## config.mk

```make
export PLATFORM = sky130hd
export DESIGN_NAME = instr_decode_stage
export DESIGN_NICKNAME = d
export VERILOG_FILES = /design/src/rtl/instr_decode_pkg.sv /design/src/rtl/instr_decode_comb.sv /design/src/rtl/instr_decode_stage.sv
export SDC_FILE = /design/constraint.sdc
export NUM_CORES = 1
export LEC_CHECK = 0
export CAP_MARGIN = 20
export CORE_UTILIZATION = 51
export CTS_BUF_LIST = sky130_fd_sc_hd__clkbuf_8
export DETAILED_ROUTE_END_ITERATION = 7
export PLACE_DENSITY = 0.89
export SYNTH_ARGS = -nofsm -noshare
export SYNTH_HDL_FRONTEND = slang
export SYNTH_SLANG_ARGS = --single-unit
```

## constraint.sdc

```tcl
create_clock -name clk_i -period 3.86 [get_ports clk_i]
set_input_delay 0.579 -clock clk_i [delete_from_list [all_inputs] [get_ports clk_i]]
set_output_delay 0.579 -clock clk_i [all_outputs]
set_load 0.05 [all_outputs]
```

## src/rtl/instr_decode_pkg.sv

```systemverilog
// Shared decode constants: opcodes, funct fields, ALU operation codes,
// format encoding and instruction field positions.
package instr_decode_pkg;

    localparam logic [6:0] OPC_LUI     = 7'b0110111;
    localparam logic [6:0] OPC_AUIPC   = 7'b0010111;
    localparam logic [6:0] OPC_JAL     = 7'b1101111;
    localparam logic [6:0] OPC_JALR    = 7'b1100111;
    localparam logic [6:0] OPC_BRANCH  = 7'b1100011;
    localparam logic [6:0] OPC_LOAD    = 7'b0000011;
    localparam logic [6:0] OPC_STORE   = 7'b0100011;
    localparam logic [6:0] OPC_ALU_IMM = 7'b0010011;
    localparam logic [6:0] OPC_ALU_REG = 7'b0110011;

    localparam logic [2:0] F3_ADD_SUB = 3'b000;
    localparam logic [2:0] F3_SLL     = 3'b001;
    localparam logic [2:0] F3_SLT     = 3'b010;
    localparam logic [2:0] F3_SLTU    = 3'b011;
    localparam logic [2:0] F3_XOR     = 3'b100;
    localparam logic [2:0] F3_SRL_SRA = 3'b101;
    localparam logic [2:0] F3_OR      = 3'b110;
    localparam logic [2:0] F3_AND     = 3'b111;

    localparam logic [6:0] F7_BASE = 7'b0000000;
    localparam logic [6:0] F7_ALT  = 7'b0100000;

    localparam int ALU_FUNCT_WIDTH = 4;

    typedef enum logic [ALU_FUNCT_WIDTH-1:0] {
        ALU_ADD  = 4'd0,
        ALU_SUB  = 4'd1,
        ALU_AND  = 4'd2,
        ALU_OR   = 4'd3,
        ALU_XOR  = 4'd4,
        ALU_SLT  = 4'd5,
        ALU_SLTU = 4'd6,
        ALU_SLL  = 4'd7,
        ALU_SRL  = 4'd8,
        ALU_SRA  = 4'd9
    } alu_funct_e;

    typedef enum logic [2:0] {
        FMT_R = 3'd0,
        FMT_I = 3'd1,
        FMT_S = 3'd2,
        FMT_B = 3'd3,
        FMT_U = 3'd4,
        FMT_J = 3'd5
    } fmt_e;

    localparam int OPC_LSB = 0;
    localparam int OPC_MSB = 6;
    localparam int RD_LSB  = 7;
    localparam int RD_MSB  = 11;
    localparam int F3_LSB  = 12;
    localparam int F3_MSB  = 14;
    localparam int RS1_LSB = 15;
    localparam int RS1_MSB = 19;
    localparam int RS2_LSB = 20;
    localparam int RS2_MSB = 24;
    localparam int F7_LSB  = 25;
    localparam int F7_MSB  = 31;

    // alt selects the SUB/SRA variant of funct3 000/101
    function automatic alu_funct_e alu_map(input logic [2:0] funct3, input logic alt);
        alu_funct_e res;
        case (funct3)
            F3_ADD_SUB: res = alt ? ALU_SUB : ALU_ADD;
            F3_SLL:     res = ALU_SLL;
            F3_SLT:     res = ALU_SLT;
            F3_SLTU:    res = ALU_SLTU;
            F3_XOR:     res = ALU_XOR;
            F3_SRL_SRA: res = alt ? ALU_SRA : ALU_SRL;
            F3_OR:      res = ALU_OR;
            default:    res = ALU_AND;
        endcase
        return res;
    endfunction

endpackage

```

## src/rtl/instr_decode_comb.sv

```systemverilog
// Pure combinational decode of one RV32I word into operation, operands,
// immediate, format and illegal flag.
module instr_decode_comb
    import instr_decode_pkg::*;
#(
    parameter int XLEN           = 32,
    parameter int REG_ADDR_WIDTH = 5
) (
    input  logic [31:0]                instr_i,
    input  logic                       control_override_i,
    output logic [ALU_FUNCT_WIDTH-1:0] alu_funct_o,
    output logic [REG_ADDR_WIDTH-1:0]  rs1_o,
    output logic [REG_ADDR_WIDTH-1:0]  rs2_o,
    output logic [REG_ADDR_WIDTH-1:0]  rd_o,
    output logic                       rs1_used_o,
    output logic                       rs2_used_o,
    output logic                       rd_write_o,
    output logic [XLEN-1:0]            immed_o,
    output logic [2:0]                 fmt_o,
    output logic                       illegal_o
);

    logic [6:0]        opcode;
    logic [2:0]        funct3;
    logic [6:0]        funct7;
    logic signed [31:0] imm32;
    alu_funct_e        alu;
    fmt_e              fmt;
    logic              illegal;
    logic              wr;

    assign opcode = instr_i[OPC_MSB:OPC_LSB];
    assign funct3 = instr_i[F3_MSB:F3_LSB];
    assign funct7 = instr_i[F7_MSB:F7_LSB];

    // Opcode/funct decode, immediate assembly and operand qualifiers
    always_comb begin
        imm32      = '0;
        fmt        = FMT_R;
        illegal    = 1'b0;
        alu        = ALU_ADD;
        rs1_used_o = 1'b1;
        rs2_used_o = 1'b1;
        wr         = 1'b1;
        case (opcode)
            OPC_LUI, OPC_AUIPC: begin
                fmt   = FMT_U;
                imm32 = {instr_i[31:12], 12'b0};
            end
            OPC_JAL: begin
                fmt   = FMT_J;
                imm32 = {{11{instr_i[31]}}, instr_i[31], instr_i[19:12], instr_i[20],
                         instr_i[30:21], 1'b0};
            end
            OPC_JALR, OPC_LOAD: begin
                fmt   = FMT_I;
                imm32 = {{20{instr_i[31]}}, instr_i[31:20]};
            end
            OPC_STORE: begin
                fmt   = FMT_S;
                imm32 = {{20{instr_i[31]}}, instr_i[31:25], instr_i[11:7]};
            end
            OPC_BRANCH: begin
                fmt   = FMT_B;
                imm32 = {{19{instr_i[31]}}, instr_i[31], instr_i[7], instr_i[30:25],
                         instr_i[11:8], 1'b0};
            end
            OPC_ALU_IMM: begin
                fmt = FMT_I;
                if (funct3 == F3_SLL || funct3 == F3_SRL_SRA) begin
                    // shift amount is unsigned; bit 24 is not a sign bit here
                    imm32 = {27'b0, instr_i[24:20]};
                end else begin
                    imm32 = {{20{instr_i[31]}}, instr_i[31:20]};
                end
                if (funct3 == F3_SLL) begin
                    illegal = (funct7 != F7_BASE);
                end else if (funct3 == F3_SRL_SRA) begin
                    illegal = (funct7 != F7_BASE) && (funct7 != F7_ALT);
                end
                // funct7 is immediate data for ADDI, so only SRAI uses it
                alu = alu_map(funct3, (funct3 == F3_SRL_SRA) && (funct7 == F7_ALT));
            end
            OPC_ALU_REG: begin
                fmt     = FMT_R;
                illegal = !((funct7 == F7_BASE) ||
                            ((funct7 == F7_ALT) &&
                             (funct3 == F3_ADD_SUB || funct3 == F3_SRL_SRA)));
                alu     = alu_map(funct3, funct7 == F7_ALT);
            end
            default: begin
                illegal = 1'b1;
            end
        endcase

        if (control_override_i || illegal) begin
            alu = ALU_ADD;
        end

        case (fmt)
            FMT_I:        rs2_used_o = 1'b0;
            FMT_S, FMT_B: wr = 1'b0;
            FMT_U, FMT_J: begin
                rs1_used_o = 1'b0;
                rs2_used_o = 1'b0;
            end
            default: ;
        endcase

        if (illegal) begin
            wr = 1'b0;
        end
    end

    assign alu_funct_o = alu;
    assign fmt_o       = fmt;
    assign illegal_o   = illegal;
    assign rd_write_o  = wr;
    assign immed_o     = XLEN'(imm32);
    assign rs1_o       = REG_ADDR_WIDTH'(instr_i[RS1_MSB:RS1_LSB]);
    assign rs2_o       = REG_ADDR_WIDTH'(instr_i[RS2_MSB:RS2_LSB]);
    assign rd_o        = wr ? REG_ADDR_WIDTH'(instr_i[RD_MSB:RD_LSB]) : '0;

endmodule

```

## src/rtl/instr_decode_stage.sv

```systemverilog
// Decode stage between fetch and execute: combinational decode feeding a
// one-entry valid/ready output register with flush and an illegal counter.
module instr_decode_stage
    import instr_decode_pkg::*;
#(
    parameter int XLEN           = 32,
    parameter int REG_ADDR_WIDTH = 5,
    parameter int CNT_WIDTH      = 16
) (
    input  logic                       clk_i,
    input  logic                       rst_i,
    input  logic                       in_valid_i,
    output logic                       in_ready_o,
    input  logic [31:0]                instr_i,
    input  logic                       control_override_i,
    input  logic                       flush_i,
    output logic                       out_valid_o,
    input  logic                       out_ready_i,
    output logic [ALU_FUNCT_WIDTH-1:0] alu_funct_o,
    output logic [REG_ADDR_WIDTH-1:0]  rs1_o,
    output logic [REG_ADDR_WIDTH-1:0]  rs2_o,
    output logic [REG_ADDR_WIDTH-1:0]  rd_o,
    output logic                       rs1_used_o,
    output logic                       rs2_used_o,
    output logic                       rd_write_o,
    output logic [XLEN-1:0]            immed_o,
    output logic [2:0]                 fmt_o,
    output logic                       illegal_o,
    output logic [CNT_WIDTH-1:0]       illegal_count_o
);

    logic [ALU_FUNCT_WIDTH-1:0] dec_alu;
    logic [REG_ADDR_WIDTH-1:0]  dec_rs1, dec_rs2, dec_rd;
    logic                       dec_rs1_used, dec_rs2_used, dec_rd_write, dec_illegal;
    logic [XLEN-1:0]            dec_immed;
    logic [2:0]                 dec_fmt;

    logic                       out_valid_q, out_valid_d;
    logic [CNT_WIDTH-1:0]       cnt_q, cnt_d;
    logic                       load;

    instr_decode_comb #(
        .XLEN           (XLEN),
        .REG_ADDR_WIDTH (REG_ADDR_WIDTH)
    ) u_dec (
        .instr_i            (instr_i),
        .control_override_i (control_override_i),
        .alu_funct_o        (dec_alu),
        .rs1_o              (dec_rs1),
        .rs2_o              (dec_rs2),
        .rd_o               (dec_rd),
        .rs1_used_o         (dec_rs1_used),
        .rs2_used_o         (dec_rs2_used),
        .rd_write_o         (dec_rd_write),
        .immed_o            (dec_immed),
        .fmt_o              (dec_fmt),
        .illegal_o          (dec_illegal)
    );

    // flush frees the slot, so the stage reports ready during a flush
    assign in_ready_o = !out_valid_q || out_ready_i || flush_i;
    assign load       = in_valid_i && in_ready_o && !flush_i;

    // Next valid and saturating illegal count; flush outranks everything
    always_comb begin
        out_valid_d = out_valid_q;
        cnt_d       = cnt_q;
        if (flush_i) begin
            out_valid_d = 1'b0;
        end else if (load) begin
            out_valid_d = 1'b1;
        end else if (out_ready_i) begin
            out_valid_d = 1'b0;
        end
        if (load && dec_illegal && (cnt_q != '1)) begin
            cnt_d = cnt_q + 1'b1;
        end
    end

    // Valid flag and counter registers
    always_ff @(posedge clk_i or posedge rst_i) begin
        if (rst_i) begin
            out_valid_q <= 1'b0;
            cnt_q       <= '0;
        end else begin
            out_valid_q <= out_valid_d;
            cnt_q       <= cnt_d;
        end
    end

    // Decoded payload, captured only on accept so it holds through a stall
    always_ff @(posedge clk_i or posedge rst_i) begin
        if (rst_i) begin
            alu_funct_o <= '0;
            rs1_o       <= '0;
            rs2_o       <= '0;
            rd_o        <= '0;
            rs1_used_o  <= 1'b0;
            rs2_used_o  <= 1'b0;
            rd_write_o  <= 1'b0;
            immed_o     <= '0;
            fmt_o       <= '0;
            illegal_o   <= 1'b0;
        end else if (load) begin
            alu_funct_o <= dec_alu;
            rs1_o       <= dec_rs1;
            rs2_o       <= dec_rs2;
            rd_o        <= dec_rd;
            rs1_used_o  <= dec_rs1_used;
            rs2_used_o  <= dec_rs2_used;
            rd_write_o  <= dec_rd_write;
            immed_o     <= dec_immed;
            fmt_o       <= dec_fmt;
            illegal_o   <= dec_illegal;
        end
    end

    assign out_valid_o     = out_valid_q;
    assign illegal_count_o = cnt_q;

endmodule

```

### Word-level counts from Yosys, hierarchy flattened

Cells that the tools add are included.

* add/sub/neg operators: 1
* eq/ne operators: 23
* muxes and demuxes: 22
* reductions and logical operators: 27

Operator list (count)
* $pmux W32 S6: 1
* $pmux W4 S7: 2
* $mux W32: 1
* $eq A7 B6 Y1 const B: 4
* $eq A7 B7 Y1 const B: 3
* $add A16 B1 Y16 const B: 1
* $ne A16 B16 Y1 const B: 1
* $eq A3 B3 Y1 const B: 5
* $pmux W3 S5: 1
* $eq A7 B5 Y1 const B: 2
* $mux W1: 13
* $eq A3 B2 Y1 const B: 4
* $pmux W4 S2: 1
* $reduce_or A2 Y1: 4
* $eq A7 B2 Y1 const B: 1
* $logic_and A1 B1 Y1: 7
* $logic_not A7 Y1: 1
* $ne A7 B6 Y1 const B: 1
* $reduce_bool A7 Y1: 1
* $reduce_or A7 Y1: 1
* $eq A3 B1 Y1 const B: 2
* $logic_or A1 B1 Y1: 6
* $reduce_or A3 Y1: 2
* $mux W5: 1
* other kinds (5): 7

* bits in registers: 75
* input port bits: 38
* output and inout port bits: 76
* word-level logic and storage cells: 85

### Depth between registers and ports, before layout

* depth in word-level cells: 8
* depth in mapped cells: 8

### Hierarchy

From an unflattened synthesis, not the netlist that was laid out.

* cells, all modules: 326
* area total of the unflattened synthesis: 3870.0 sq um

By module, submodules not included
* instr_decode_stage: instances 1, cells an instance 201, area each 2969.1 sq um, sequential area each 1876.8 sq um
* instr_decode_comb: instances 1, cells an instance 125, area each 900.9 sq um, sequential area each 0.0 sq um

### Least setup slack after synthesis

Ideal clock, no wire load.

* path kind: reg2reg
* from: register cnt_q[7], in the netlist illegal_count_o[7]
* to: register cnt_q[1], in the netlist illegal_count_o[1]
* arrival: 2.107 ns
* data required time: 3.732 ns
* path slack: 1.625 ns
* stages on the path, launching flop included: 6
* buffers on the path: 0
* cell sequence: dfrtp_1 > nand3_1 > nor4_1 > nand4_1 > nand3_1 > mux2_1

* word-level cells in the longest chain between the ends: 2

RTL lines
* start: declaration: line instr_decode_stage.sv:39 `logic [CNT_WIDTH-1:0] cnt_q, cnt_d;`
* start signal: assignment: line instr_decode_stage.sv:87 `cnt_q <= cnt_d;`
* $ne A16 B16 Y1: line instr_decode_stage.sv:75 `if (load && dec_illegal && (cnt_q != '1)) begin`
* $logic_and A1 B1 Y1: line instr_decode_stage.sv:75

Every way passes these cells.
A chain may end at the register's enable or synchronous reset.

### Final worst setup path

* from: input port out_ready_i
* to: output port in_ready_o

* word-level cells in the longest chain between the ends: 2

RTL lines
* start: declaration: line instr_decode_stage.sv:18 `input logic out_ready_i,`
* $logic_or A1 B1 Y1 (2 in series): line instr_decode_stage.sv:61 `assign in_ready_o = !out_valid_q || out_ready_i || flush_i;`
* end: declaration: line instr_decode_stage.sv:13 `output logic in_ready_o,`

Every way passes these cells.

==> flow_metrics.env <==
export IMPL_status="finished with violations"
export IMPL_violations_in_the_final_reports="DRC"
export IMPL_cts_repair_resize_count=0
export IMPL_timing_setup_tns_ps=0
export IMPL_reg2reg_from="illegal_count_o[7]$_DFFE_PP0P_"
export IMPL_static_leakage_nw=2.207
export IMPL_hold_buf_count_cts=0
export IMPL_synth_warnings=0
export IMPL_cts_buffers=9
export IMPL_synth_top_cells_by_count="sky130_fd_sc_hd__dfrtp_1, sky130_fd_sc_hd__nand2_1, sky130_fd_sc_hd__nor2_1"
export IMPL_post_drt_wl_per_cell_um=16.51
export IMPL_cp_required_ps=3280
export IMPL_firstDrtPassIters=7
export IMPL_timing_worst_setup_path_type="primary input to output port"
export IMPL_tritoncts="yes"
export IMPL_num_nets_final=494
export IMPL_synth_cells=348
export IMPL_first_iter_violations=239
export IMPL_grt_start_max_net_pins=76
export IMPL_finalNonFillerCells=536
export IMPL_grt_util_all_layers=0.2644
export IMPL_fin_crit_sh=0.7088
export IMPL_slew_headroom=0.3924
export IMPL_worstReg2RegEnd="illegal_count_o[1]$_DFFE_PP0P_"
export IMPL_h_tree_depth=3
export IMPL_mappedNetlistNets=387
export IMPL_hold_path_class="register to register"
export IMPL_drv_max_cap_violation_count=0
export IMPL_ios=114
export IMPL_grt_first_pass_wirelength_mm=14.70
export IMPL_hold_path_end="rs2_o[3]$_DFFE_PP0P_"
export IMPL_dp_cells=521
export IMPL_postSynthAreaPerCell_sq_um=9.948
export IMPL_timing_critical_path_cells="clkdlybuf4s50_1 > nand2b_1 > or2_2 > clkdlybuf4s50_1"
export IMPL_synth_seq_area_share=0.5421
export IMPL_p_per_area_nw_per_um2=434.0
export IMPL_post_route_utilization=0.7503
export IMPL_timing_max_transition_violations_final=0
export IMPL_clock_pin_slew_on_the_worst_setup_and_hold_paths_ps=70
export IMPL_rsz0062_at_grt="false"
export IMPL_worst_setup_path_start_kind="primary input"
export IMPL_final_seq_area_sq_um=1877
export IMPL_dp_hpwl_mm=6.212
export IMPL_drc_violations_left=14
export IMPL_initial_cell_density_of_the_core=0.5360
export IMPL_die_w_um=84.39
export IMPL_fp_dieH_um=84.39
export IMPL_ir_worst_vdd_mv=0.3104
export IMPL_crit_family="buffers and inverters"
export IMPL_postSynthRegisterBits=75
export IMPL_final_area_sq_um=4846
export IMPL_ys_flop_type="sky130_fd_sc_hd__dfrtp_1"
export IMPL_postCtsSetupBuffers=0
export IMPL_rr_worst_depth=5
export IMPL_cts_sinks=75
export IMPL_globalRouteMet2Util=0.4143
export IMPL_cts_max_path_buffers=2
export IMPL_grt_use_met3=0.07866
export IMPL_clock_root_buffer="sky130_fd_sc_hd__clkbuf_8"
export IMPL_post_layout_total_power_mw=2.103
export IMPL_skew_ps=6.407
export IMPL_wl_mm=8.849
export IMPL_num_antenna_cells=0
export IMPL_critical_path_max_fanout=3
export IMPL_cp_slowest_cell="sky130_fd_sc_hd__clkdlybuf4s50_1"
export IMPL_worst_pin_slew_ps=911.4
export IMPL_fill_cells=462
export IMPL_synth_async_reset_ratio=1.000
export IMPL_setup_viol=0
export IMPL_grt_use_met1=0.3626
export IMPL_r2r_setup_slack_ps=1710
export IMPL_syn_cell_area_sq_um=3462
export IMPL_top_usage_layer="met2"
export IMPL_grt_pass1_vias=2941
export IMPL_timing_hold_violations_final=0
export IMPL_drt_antenna_violating_nets=0
export IMPL_area_growth_synth_to_final_pct=39.97
export IMPL_placement_io_buffers=113
export IMPL_die_area_sq_um=7122
export IMPL_critical_path_most_common_cell="sky130_fd_sc_hd__clkdlybuf4s50_1"
export IMPL_placed_cell_area_sq_um=4631
export IMPL_crit_path_max_incr_delay_ps=700
export IMPL_detail_route_vias_per_cell=5.674
export IMPL_number_of_antenna_violations_at_the_first_check_in_global_routing=0
export IMPL_grt_overflow=0
export IMPL_synth_edff_count=0
export IMPL_timing_hold_worst_start="rs2_o[3]$_DFFE_PP0P_"
export IMPL_rows=29
export IMPL_post_synth_top_area_cell="sky130_fd_sc_hd__dfrtp_1"
export IMPL_fraction_of_layout_cells_with_a_size_suffix_above_1=0.07843
export IMPL_synth_most_common_cell="sky130_fd_sc_hd__dfrtp_1"
export IMPL_post_route_min_period_ps=2736
export IMPL_multiInputGateArea_sq_um=1489
export IMPL_num_vias=3041
export IMPL_gp_congestion=0.8269
export IMPL_path_buf_inv=2
export IMPL_endpoint_arrival_time_on_the_critical_path_ps=2160
export IMPL_core_area_sq_um=6459
export IMPL_synth_largest_type_area_fraction=0.5421
export IMPL_worstHoldPathCells=2
export IMPL_crit_end_element="output port"
export IMPL_fmaxAchievable_mhz=365.5
export IMPL_netlist_cell_type_count=52
export IMPL_ys_top_cells_by_area="sky130_fd_sc_hd__dfrtp_1, sky130_fd_sc_hd__nand2_1, sky130_fd_sc_hd__nand3_1"
export IMPL_clkLatencyLatePin_ps=340
how the worst max path moves through the flow:
stage	from	end	slack, ps	cells past startpoint
6_report	out_ready_i	in_ready_o	1120	4
5_1_grt	instr_i[6]	immed_o[26]$_DFFE_PP0P_	990	7
4_1_cts	out_ready_i	in_ready_o	1120	4
3_5_place_dp	instr_i[0]	illegal_count_o[14]$_DFFE_PP0P_	920	7
3_3_place_gp	instr_i[1]	illegal_count_o[14]$_DFFE_PP0P_	970	7
2_1_floorplan	rst_i	alu_funct_o[0]$_DFFE_PP0P_	1370	1
power by group:
part / leakage (nW) / switching, mW / internal, mW
Clock: 0.108 / 0.276 / 0.376
Combinational: 1.11 / 0.360 / 0.193
Sequential: 0.991 / 0.0517 / 0.847
Total: 2.21 / 0.688 / 1.42
worst register-to-register path: cells and delay by family, from the launching register on:
kind	cells	cell delay [ps]
and+or+nand+nor	4	1290
DFF	1	430
muxes	1	330
routing by layer:
layer	up-vias	wire length (um)
met5	-	0
met3	9	758
met1	1458	3821
met4	0	100
met2	144	4168
li1	1430	-
registers in the layout (all words and copies together) (netlist names), 3 cells and up:
signal           cells
fmt_o                3
alu_funct_o          4
rs1_o                5
rs2_o                5
immed_o             32
illegal_count_o     16
rd_o                 5
kinds of logic (layout without fill, tap and decap cells):
logic type,count (synthesis),after routing,synth area share
xor gates and xnor gates,17,17,0.04518
and+or+nand+nor,171,171,0.2414
buffers and inverters,24,135,0.02927
AOI/OAI and AO/OA,57,57,0.1287
adders and majority gates,1,1,0.003613
muxes,3,3,0.009757
DFF,75,75,0.5421
per-stage QoR:
| stage | hold slack [ps] | setup slack [ps] |
|---|---|---|
| global route | 508.9 | 992.9 |
| detailed placement | 461.8 | 917.6 |
| floorplan | 684.4 | 1371 |
| finish | 478.9 | 1124 |
| CTS | 482.6 | 1122 |
| global placement | 459.7 | 966.0 |
cell type report:
cell class                      count  share of cell area
Sequential cell                    75              0.3873
Multi-Input combinational cell    249              0.3073
Clock buffer                       10             0.02840
Clock inverter                      5             0.01601
Timing Repair Buffer              116              0.2381
Inverter                            4            0.003098
Tap cell                           77             0.01988
cells in the final DEF (no fill, tap or decap), types with 2 or more instances in the layout:
cell type | netlist | layout
sky130_fd_sc_hd__clkdlybuf4s50_1 | 0 | 113
sky130_fd_sc_hd__dfrtp_1 | 75 | 75
sky130_fd_sc_hd__nand2_1 | 73 | 73
sky130_fd_sc_hd__nor2_1 | 28 | 28
sky130_fd_sc_hd__nand3_1 | 26 | 26
sky130_fd_sc_hd__a22o_1 | 14 | 14
sky130_fd_sc_hd__a22oi_1 | 12 | 12
sky130_fd_sc_hd__clkbuf_8 | 0 | 10
sky130_fd_sc_hd__a21oi_1 | 9 | 9
sky130_fd_sc_hd__xor2_1 | 8 | 8
sky130_fd_sc_hd__xnor2_1 | 8 | 8
sky130_fd_sc_hd__nand4_1 | 8 | 8
sky130_fd_sc_hd__and3_1 | 5 | 5
sky130_fd_sc_hd__nor3_1 | 4 | 4
sky130_fd_sc_hd__o21ai_0 | 4 | 4
sky130_fd_sc_hd__a221oi_1 | 4 | 4
sky130_fd_sc_hd__inv_1 | 4 | 3
sky130_fd_sc_hd__nand2b_1 | 4 | 3
sky130_fd_sc_hd__nor2b_1 | 4 | 3
sky130_fd_sc_hd__buf_4 | 0 | 3
sky130_fd_sc_hd__nand2b_2 | 1 | 2
sky130_fd_sc_hd__mux2_2 | 2 | 2
sky130_fd_sc_hd__and2b_1 | 2 | 2
sky130_fd_sc_hd__a21o_1 | 2 | 2
sky130_fd_sc_hd__o211ai_1 | 2 | 2
sky130_fd_sc_hd__nor4_1 | 2 | 2
sky130_fd_sc_hd__o21ai_1 | 2 | 2
sky130_fd_sc_hd__bufinv_16 | 0 | 2
sky130_fd_sc_hd__clkinv_2 | 0 | 2
Power figures use the tool's default switching activity.
